**src/rtl/maze_seq.sv**
```systemverilog
// maze_seq: top-level run sequencer for the line-following maze runner.
// Takes host commands, enables the PID controller, detects line loss and
// hands intersections to the turn logic using a preloaded left/right pattern.
// When the pattern is used up and the line is lost, it buzzes and flags done.
module maze_seq #(
  parameter int LOST_SAMPLES = 8,
  parameter int BUZZ_CYCLES  = 50000
) (
  input  logic        clk,
  input  logic        rst_n,
  input  logic [15:0] cmd,
  input  logic        cmd_rdy,
  output logic        clr_cmd_rdy,
  input  logic        line_present,
  input  logic        err_vld,
  input  logic        turn_done,
  output logic        go,
  output logic        turn_req,
  output logic        turn_dir,
  output logic        buzz,
  output logic        done
);

  typedef enum logic [2:0] {
    ST_IDLE,
    ST_WAIT_LINE,
    ST_FOLLOW,
    ST_TURN,
    ST_BUZZ,
    ST_DONE
  } state_t;

  localparam logic [7:0]  LOST_LIMIT = 8'(LOST_SAMPLES);
  localparam logic [19:0] BUZZ_LAST  = 20'(BUZZ_CYCLES - 1);

  state_t      state, state_nxt;
  logic [7:0]  pattern, pattern_nxt;
  logic [3:0]  turns_left, turns_nxt;
  logic [7:0]  lost_cnt, lost_nxt;
  logic [19:0] buzz_cnt, buzz_nxt;
  logic [7:0]  lost_inc;
  logic        cmd_accept;
  logic        cmd_taken;
  logic        idle_or_done;

  // A pending command is taken only when no acknowledge is already in flight,
  // so a host that holds cmd_rdy high is decoded at most every other cycle.
  assign cmd_accept   = cmd_rdy & ~clr_cmd_rdy;
  assign idle_or_done = (state == ST_IDLE) || (state == ST_DONE);
  assign lost_inc     = lost_cnt + 8'd1;

  // State and datapath registers, plus the one-cycle command acknowledge.
  always_ff @(posedge clk or negedge rst_n) begin
    if (!rst_n) begin
      state       <= ST_IDLE;
      pattern     <= 8'd0;
      turns_left  <= 4'd0;
      lost_cnt    <= 8'd0;
      buzz_cnt    <= 20'd0;
      clr_cmd_rdy <= 1'b0;
    end else begin
      state       <= state_nxt;
      pattern     <= pattern_nxt;
      turns_left  <= turns_nxt;
      lost_cnt    <= lost_nxt;
      buzz_cnt    <= buzz_nxt;
      clr_cmd_rdy <= cmd_accept;
    end
  end

  // Next-state logic: an effective command wins over the run transitions;
  // ignored or reserved commands leave the run logic undisturbed.
  always_comb begin
    state_nxt   = state;
    pattern_nxt = pattern;
    turns_nxt   = turns_left;
    lost_nxt    = lost_cnt;
    buzz_nxt    = buzz_cnt;
    cmd_taken   = 1'b0;

    if (cmd_accept) begin
      case (cmd[15:14])
        2'b00: begin
          state_nxt = ST_IDLE;
          cmd_taken = 1'b1;
        end
        2'b01: begin
          if (idle_or_done) begin
            state_nxt = ST_WAIT_LINE;
            lost_nxt  = 8'd0;
            cmd_taken = 1'b1;
          end
        end
        2'b10: begin
          if (idle_or_done) begin
            pattern_nxt = cmd[7:0];
            turns_nxt   = (cmd[11:8] > 4'd8) ? 4'd8 : cmd[11:8];
            cmd_taken   = 1'b1;
          end
        end
        default: ;
      endcase
    end

    if (!cmd_taken) begin
      case (state)
        ST_WAIT_LINE: begin
          if (line_present) begin
            state_nxt = ST_FOLLOW;
            lost_nxt  = 8'd0;
          end
        end
        ST_FOLLOW: begin
          if (err_vld) begin
            if (!line_present) begin
              lost_nxt = lost_inc;
              if (lost_inc == LOST_LIMIT) begin
                if (turns_left != 4'd0) begin
                  state_nxt = ST_TURN;
                end else begin
                  state_nxt = ST_BUZZ;
                  buzz_nxt  = 20'd0;
                end
              end
            end else begin
              lost_nxt = 8'd0;
            end
          end
        end
        ST_TURN: begin
          if (turn_done) begin
            pattern_nxt = {1'b0, pattern[7:1]};
            if (turns_left != 4'd0) begin
              turns_nxt = turns_left - 4'd1;
            end
            state_nxt = ST_WAIT_LINE;
          end
        end
        ST_BUZZ: begin
          if (buzz_cnt == BUZZ_LAST) begin
            state_nxt = ST_DONE;
          end else begin
            buzz_nxt = buzz_cnt + 20'd1;
          end
        end
        default: ;
      endcase
    end
  end

  // Moore outputs decoded straight from the registered state.
  always_comb begin
    go       = 1'b0;
    turn_req = 1'b0;
    turn_dir = 1'b0;
    buzz     = 1'b0;
    done     = 1'b0;
    case (state)
      ST_WAIT_LINE,
      ST_FOLLOW: go = 1'b1;
      ST_TURN: begin
        turn_req = 1'b1;
        turn_dir = pattern[0];
      end
      ST_BUZZ: buzz = 1'b1;
      ST_DONE: done = 1'b1;
      default: ;
    endcase
  end

endmodule

```
**config.mk**
```make
export PLATFORM = sky130hd
export DESIGN_NAME = maze_seq
export DESIGN_NICKNAME = d
export VERILOG_FILES = /design/src/rtl/maze_seq.sv
export SDC_FILE = /design/constraint.sdc
export NUM_CORES = 1
export LEC_CHECK = 0
export BUFFER_PORTS_ARGS = -buffer_cell sky130_fd_sc_hd__buf_4
export CAP_MARGIN = 40
export CORE_AREA = 2 2 77 79
export CTS_CLUSTER_DIAMETER = 80
export DETAILED_ROUTE_END_ITERATION = 7
export DIE_AREA = 0 0 79 81
export HOLD_SLACK_MARGIN = 0.02
export PLACE_DENSITY_LB_ADDON = 0.12
export REMOVE_ABC_BUFFERS = 1
export SLEW_MARGIN = 20
export SYNTH_ARGS = -nofsm -noshare
export SYNTH_HDL_FRONTEND = slang
export SYNTH_SLANG_ARGS = --single-unit
export TNS_END_PERCENT = 30
```
**constraint.sdc**
```tcl
create_clock -name clk -period 2.4 [get_ports clk]
set_input_delay 0.48 -clock clk [delete_from_list [all_inputs] [get_ports clk]]
set_output_delay 0.48 -clock clk [all_outputs]
set_load 0.01 [all_outputs]
```
==> impl_metrics.env, run 1 <==
export IMPL_critPathTopFamily="flip-flops"
export IMPL_finish_net_count=374
export IMPL_synth_top_cells_by_count="dfrtp_1, nand2_1, o21ai_0"
export IMPL_detailedRoute_firstIterationViolations=98
export IMPL_num_io_pins=28
export IMPL_final_setup_skew_ns=0.004757
export IMPL_synth_top_area_cell="dfrtp_1"
export IMPL_vdd_drop_max_mv=0.4032
export IMPL_tritoncts_num_buffers=5
export IMPL_postLayoutCellArea_sq_mm=0.003183
export IMPL_yosys_top_cells_area="dfrtp_1, nand2_1, mux2i_1"
export IMPL_vias=2348
export IMPL_grt_total_usage_pct=18.91
export IMPL_fraction_of_registers_with_async_set_reset_pct=100.0
export IMPL_drt_wirelength_per_cell_microns=13.61
export IMPL_insertion_delay_to_the_later_sink_of_the_worst_skew_pair_ns=0.29
export IMPL_critPathSlowestCell="dfrtp_1"
export IMPL_core_area_sq_mm=0.005675
export IMPL_row_count=28
export IMPL_grt_start_max_net_pins=45
export IMPL_worstPathBufferInverterCount=3
export IMPL_synth_distinct_cells=54
export IMPL_cp_arrival_ns=1.77
export IMPL_cts_repair_timing_setup_buffer_count=0
export IMPL_p_leak_uw=0.001412
export IMPL_ys_flop_type="dfrtp_1"
export IMPL_antenna_violations_before_repair=0
export IMPL_cellPowerDensity_mw_per_mm2=643.0
export IMPL_ys_warn_count=0
export IMPL_floorplan_die_height_microns=81
export IMPL_die_width_microns=79
export IMPL_area_delta_synth_final_pct=16.80
export IMPL_htree_num_levels=2
export IMPL_vias_in_the_first_global_route=2098
export IMPL_finalMaxSlewViolations=0
export IMPL_path_class="reg -> out"
export IMPL_ant_nets=0
export IMPL_drt_vias_per_instance=5.590
export IMPL_grt_setup_unrepaired="false"
export IMPL_layout_drive_gt1_share_pct=17.68
export IMPL_setup_reg_to_reg_worst_slack_ns=0.23
export IMPL_cts_buffer_depth=2
export IMPL_end_kind="output port"
export IMPL_run_status="finished clean"
export IMPL_cts_reportedPaths_clkPinSlew_ns=0.08
export IMPL_finalCriticalPeriod_ns=2.245
export IMPL_remaining_drc_errors=0
export IMPL_postSynthRegisterBits=44
export IMPL_clockRootBuffer="clkbuf_8"
export IMPL_cap_violations=0
export IMPL_setup_violations_final=0
export IMPL_route_final_wire_length_microns=5716
export IMPL_die_area_sq_mm=0.006399
export IMPL_tritoncts="done"
export IMPL_synth_edff_count=0
export IMPL_firstDrtPassIters=4
export IMPL_hp_class="in -> async"
export IMPL_timing_rr_end="buzz_cnt[15]$_DFFE_PN0P_"
export IMPL_gpl_final_weighted_congestion=0.8777
export IMPL_grt_pass1_wl_microns=9722
export IMPL_placement_cell_area_sq_mm=0.003084
export IMPL_place_port_buffers=25
export IMPL_type_of_element_launching_the_critical_path="flop"
export IMPL_post_route_period_util_pct=93.55
export IMPL_cp_startpoint="state[0]$_DFF_PN0_"
export IMPL_dpl_hpwl_microns=4123
export IMPL_yosys_area_top_type_share_pct=40.40
export IMPL_yosys_cell_count_top_type="dfrtp_1"
export IMPL_number_of_clock_sinks_seen_by_cts=44
export IMPL_worstReg2RegStart="state[0]$_DFF_PN0_"
export IMPL_antenna_cells_inserted=0
export IMPL_crit_path_max_fanout=19
export IMPL_timing_hold_violations_final=0
export IMPL_gr_total_overflow=0
export IMPL_slew_limit_headroom_pct=62.68
export IMPL_synth_seq_area_share_pct=40.40
export IMPL_avgSynthCellArea_sq_um=8.848
export IMPL_worst_path_largest_cell_delay_ns=0.49
export IMPL_worstRegToRegCells=6
export IMPL_cell_mode_on_critical_path="buf_4"
export IMPL_crit_path_cell_trace="or3b_4 > inv_1 > buf_4 > buf_4"
export IMPL_logic_depth_of_the_worst_path_buffers_included=4
export IMPL_tightestPinTransition_ns=0.5598
export IMPL_setup_tns_ns=0
export IMPL_cp_required_ns=1.92
export IMPL_ctsHoldBuffers=0
export IMPL_max_clock_freq_mhz=445.4
export IMPL_synth_cell_area_sq_mm=0.002725
export IMPL_floorplan_initialDensity_pct=48.02
export IMPL_post_synth_inst_count=308
## placed cells by master, fill, tap and decap left out, drive strengths merged, types with 6 or more instances in the layout
master | Yosys | layout
nand4 | 6 | 6
mux2i | 13 | 13
o21ai | 23 | 23
a31oi | 15 | 15
nor2 | 15 | 15
a21oi | 15 | 15
buf | 7 | 45
nand2 | 43 | 43
dfrtp | 44 | 44
and2 | 7 | 7
inv | 13 | 13
nand3 | 15 | 15
nor4 | 6 | 6
ha | 7 | 7
clkbuf | 8 | 7
a41oi | 6 | 6
## per-layer routing
layer | up-vias | global-route usage, % | part of all wire (%)
li1 | 1207 | - | -
met1 | 1102 | 26.04 | 49
met2 | 33 | 31.36 | 47
met3 | 6 | 3.111 | 3.2
met4 | 0 | 4.655 | 0.94
met5 | - | 0 | 0
## cell type report
| cell class | count | area (sq um) |
|---|---|---|
| fillers | 525 | 2492 |
| clock buffers | 7 | 96.34 |
| flip-flops and latches | 44 | 1101 |
| well taps | 75 | 93.84 |
| multi-input cells | 236 | 1493 |
| repair buffers | 45 | 350.3 |
| inverters | 13 | 48.80 |
## cells by family after synthesis
family	Yosys count	share of synthesized area (%)
and+or+nand+nor	122	23.05
AOI/OAI and AO/OA	89	21.95
DFF	44	40.40
buffers and inverters	28	4.913
muxes	14	5.188
adders and majority gates	7	3.214
xor gates and xnor gates	4	1.285
## power by group
group | leakage (uW) | internal, uW | switching, uW | total, uW
logic | 0.000786 | 273 | 299 | 573
clock network | 0.0000503 | 256 | 236 | 492
registers | 0.000576 | 876 | 107 | 982
total | 0.00141 | 1410 | 642 | 2050
## per-stage QoR
stage | hold WS [ns] | total power, uW | instances | util (%) | worst slack (ns)
2_1_floorplan | 0.1844 | 1347 | 293 | - | 0.1424
3_3_place_gp | 0.4518 | 1555 | 413 | 54.34 | -0.05231
3_5_place_dp | 0.4666 | 1566 | 413 | 54.34 | -0.07573
4_1_cts | 0.2010 | 2072 | 420 | 56.04 | 0.06210
5_1_grt | 0.2220 | 2202 | 420 | 56.08 | 0.05204
6_report | 0.1789 | 2047 | 420 | 56.08 | 0.1548
## worst max path at each step
| stage | endpoint |
|---|---|
| detailed placement | buzz_cnt[11]$_DFFE_PN0P_ |
| global placement | buzz_cnt[3]$_DFFE_PN0P_ |
| global route | buzz |
| floorplan | buzz_cnt[11]$_DFFE_PN0P_ |
| finish | buzz |
| CTS | buzz |
## worst reg2reg max path, cell delays in order, from the launching register on
cell     delay, ns
dfrtp_1       0.49
or3b_4        0.49
or2_4         0.28
o31a_1        0.32
o311a_1       0.15
buf_12        0.17
a31oi_1       0.18
## state kept, by name, indices dropped and copies added, names as in the netlist
| register | count |
|---|---|
| clr_cmd_rdy | 1 |
| turns_left | 4 |
| pattern | 8 |
| state | 3 |
| lost_cnt | 8 |
| buzz_cnt | 20 |
## repair_timing
action | in CTS | in global routing
endpoints found under the hold margin | 0 | 0
endpoints found under the setup margin | 0 | 2
resized for setup | 0 | 1
(Power assumes the default switching activity.)
==> inputs of run 2 (changes only) <==
--- a/config.mk
+++ b/config.mk
@@ -13,7 +13,6 @@
 export DIE_AREA = 0 0 79 81
 export HOLD_SLACK_MARGIN = 0.02
 export PLACE_DENSITY_LB_ADDON = 0.12
-export REMOVE_ABC_BUFFERS = 1
 export SLEW_MARGIN = 20
 export SYNTH_ARGS = -nofsm -noshare
 export SYNTH_HDL_FRONTEND = slang
==> run 2 against run 1 <==
Worst hold slack lost 0.022 ns. Total power decreased by 0.37%. Die area unchanged. Final area is 0.31% higher. Clock-buffer cell count is 1 lower. Via count up 1.7%. Clock skew increased by 0.0048 ns. Fmax is 0.80% lower. Final cell count up 0.71%. First-iteration DRC count increased by 21%. Critical endpoint unchanged.
==> impl_metrics.env, run 2 (synthesis results as in run 1) <==
export IMPL_run_status="finished clean"
export IMPL_end_kind="output port"
export IMPL_firstDrtPassIters=5
export IMPL_core_area_sq_mm=0.005675
export IMPL_insertion_delay_to_the_later_sink_of_the_worst_skew_pair_ns=0.30
export IMPL_row_count=28
export IMPL_mostFrequentLayoutCells="buf_4, nand2_1, dfrtp_1"
export IMPL_dpl_hpwl_microns=4183
export IMPL_grt_setup_unrepaired="false"
export IMPL_cts_buffer_depth=2
export IMPL_remaining_drc_errors=0
export IMPL_hp_class="in -> async"
export IMPL_cellPowerDensity_mw_per_mm2=638.6
export IMPL_synth_net_count=337
export IMPL_p_leak_uw=0.001419
export IMPL_gr_total_overflow=0
export IMPL_layout_top_registers="buzz_cnt x20, lost_cnt x8, pattern x8"
export IMPL_grt_total_usage_pct=19.70
export IMPL_grt_start_max_net_pins=45
export IMPL_htree_num_levels=2
export IMPL_mostFrequentLayoutCell="buf_4"
export IMPL_post_route_period_util_pct=94.30
export IMPL_finalCriticalPeriod_ns=2.263
export IMPL_drt_vias_per_instance=5.648
export IMPL_setup_tns_ns=0
export IMPL_max_clock_freq_mhz=441.9
export IMPL_num_io_pins=28
export IMPL_type_of_element_launching_the_critical_path="flop"
export IMPL_floorplan_initialDensity_pct=48.02
export IMPL_detailedRoute_firstIterationViolations=119
export IMPL_vdd_drop_max_mv=0.4762
export IMPL_tritoncts_num_buffers=5
export IMPL_cts_repair_timing_setup_buffer_count=0
export IMPL_detailedPlace_worstSlack_ns=-0.07943
export IMPL_registers_top_by_ff_count="buzz_cnt"
export IMPL_path_class="reg -> out"
export IMPL_final_setup_skew_ns=0.009565
export IMPL_power_uw=2039
export IMPL_setup_reg_to_reg_worst_slack_ns=0.21
export IMPL_worstReg2RegStart="state[2]$_DFF_PN0_"
export IMPL_number_of_clock_sinks_seen_by_cts=44
export IMPL_antenna_violations_before_repair=0
export IMPL_antenna_cells_inserted=0
export IMPL_ant_nets=0
export IMPL_finalWorstSetupSlack_ns=0.1368
export IMPL_vias_in_the_first_global_route=2167
export IMPL_drt_wirelength_per_cell_microns=13.95
export IMPL_tightestPinTransition_ns=0.5746
export IMPL_gpl_final_weighted_congestion=0.8001
export IMPL_finish_net_count=376
export IMPL_cp_arrival_ns=1.78
export IMPL_layout_drive_gt1_share_pct=18.39
export IMPL_worstRegToRegCells=6
export IMPL_setup_violations_final=0
export IMPL_largest_register_ffs=20
export IMPL_vias=2389
export IMPL_finalMaxSlewViolations=0
export IMPL_tritoncts="done"
export IMPL_timing_rr_end="buzz_cnt[12]$_DFFE_PN0P_"
export IMPL_clockRootBuffer="clkbuf_8"
export IMPL_floorplan_die_height_microns=81
export IMPL_slew_limit_headroom_pct=61.69
export IMPL_place_port_buffers=25
export IMPL_timing_hold_violations_final=0
export IMPL_route_final_wire_length_microns=5899
export IMPL_die_area_sq_mm=0.006399
export IMPL_die_width_microns=79
export IMPL_area_delta_synth_final_pct=17.17
export IMPL_cp_required_ns=1.92
export IMPL_cap_violations=0
export IMPL_grt_pass1_wl_microns=10050
export IMPL_crit_path_max_fanout=19
export IMPL_cts_reportedPaths_clkPinSlew_ns=0.09
[run 2: changes by cell type in the layout (fill, tap and decap cells not counted), sizes merged]
| cell | before | now |
|---|---|---|
| clkbuf | 7 | 6 |
| clkinv | 0 | 2 |
| buf | 45 | 47 |
[run 2: final cells by class]
type | instances | area, sq um
clock buffers | 6 | 82.58
well taps | 75 | 93.84
repair buffers | 47 | 365.4
inverters | 13 | 48.80
flip-flops and latches | 44 | 1102
fillers | 539 | 2482
clock inverters | 2 | 10.01
multi-input cells | 236 | 1490
[run 2: what timing repair did]
action                     4_1_cts  5_1_grt
setup endpoints to repair        0        1
hold buffers                     0        0
resized for setup                0        1
[run 2: worst max path at each step]
stage | endpoint | depth (start not counted) | slack [ns] | from
finish | buzz | 4 | 0.14 | state[2]$_DFF_PN0_
global route | buzz | 4 | 0.02 | state[2]$_DFF_PN0_
CTS | buzz | 4 | 0.07 | state[2]$_DFF_PN0_
detailed placement | buzz_cnt[4]$_DFFE_PN0P_ | 9 | -0.08 | cmd[14]
global placement | buzz_cnt[15]$_DFFE_PN0P_ | 9 | -0.06 | cmd[14]
floorplan | buzz_cnt[12]$_DFFE_PN0P_ | 8 | 0.16 | cmd[14]
[run 2: where the power goes]
part	switching, uW	leakage [uW]	internal [uW]	total [uW]
Combinational	309	0.000793	272	582
Clock	252	0.0000510	230	482
Sequential	100	0.000575	875	976
[run 2: through the flow]
stage | hold slack [ns] | std cells | area (sq um) | util, %
6_report | 0.1569 | 423 | 3193 | 56.26
3_5_place_dp | 0.4646 | 415 | 3099 | 54.61
2_1_floorplan | 0.1844 | 308 | 2725 | -
5_1_grt | 0.2152 | 423 | 3193 | 56.26
4_1_cts | 0.1901 | 423 | 3192 | 56.24
3_3_place_gp | 0.4554 | 415 | 3099 | 54.61
[run 2: critical path, stage by stage, from the launching register on]
cell     delay, ns
dfrtp_2       0.45
or3b_1        0.51
inv_1         0.12
buf_4         0.24
buf_4         0.16
[run 2: per-layer routing]
metal	track usage, %	part of all wire [%]	vias to the layer above
li1	-	-	1215
met1	26.63	49	1127
met2	32.63	47	43
met3	3.444	3.8	4
met4	5.862	1.0	0
met5	0	0	-
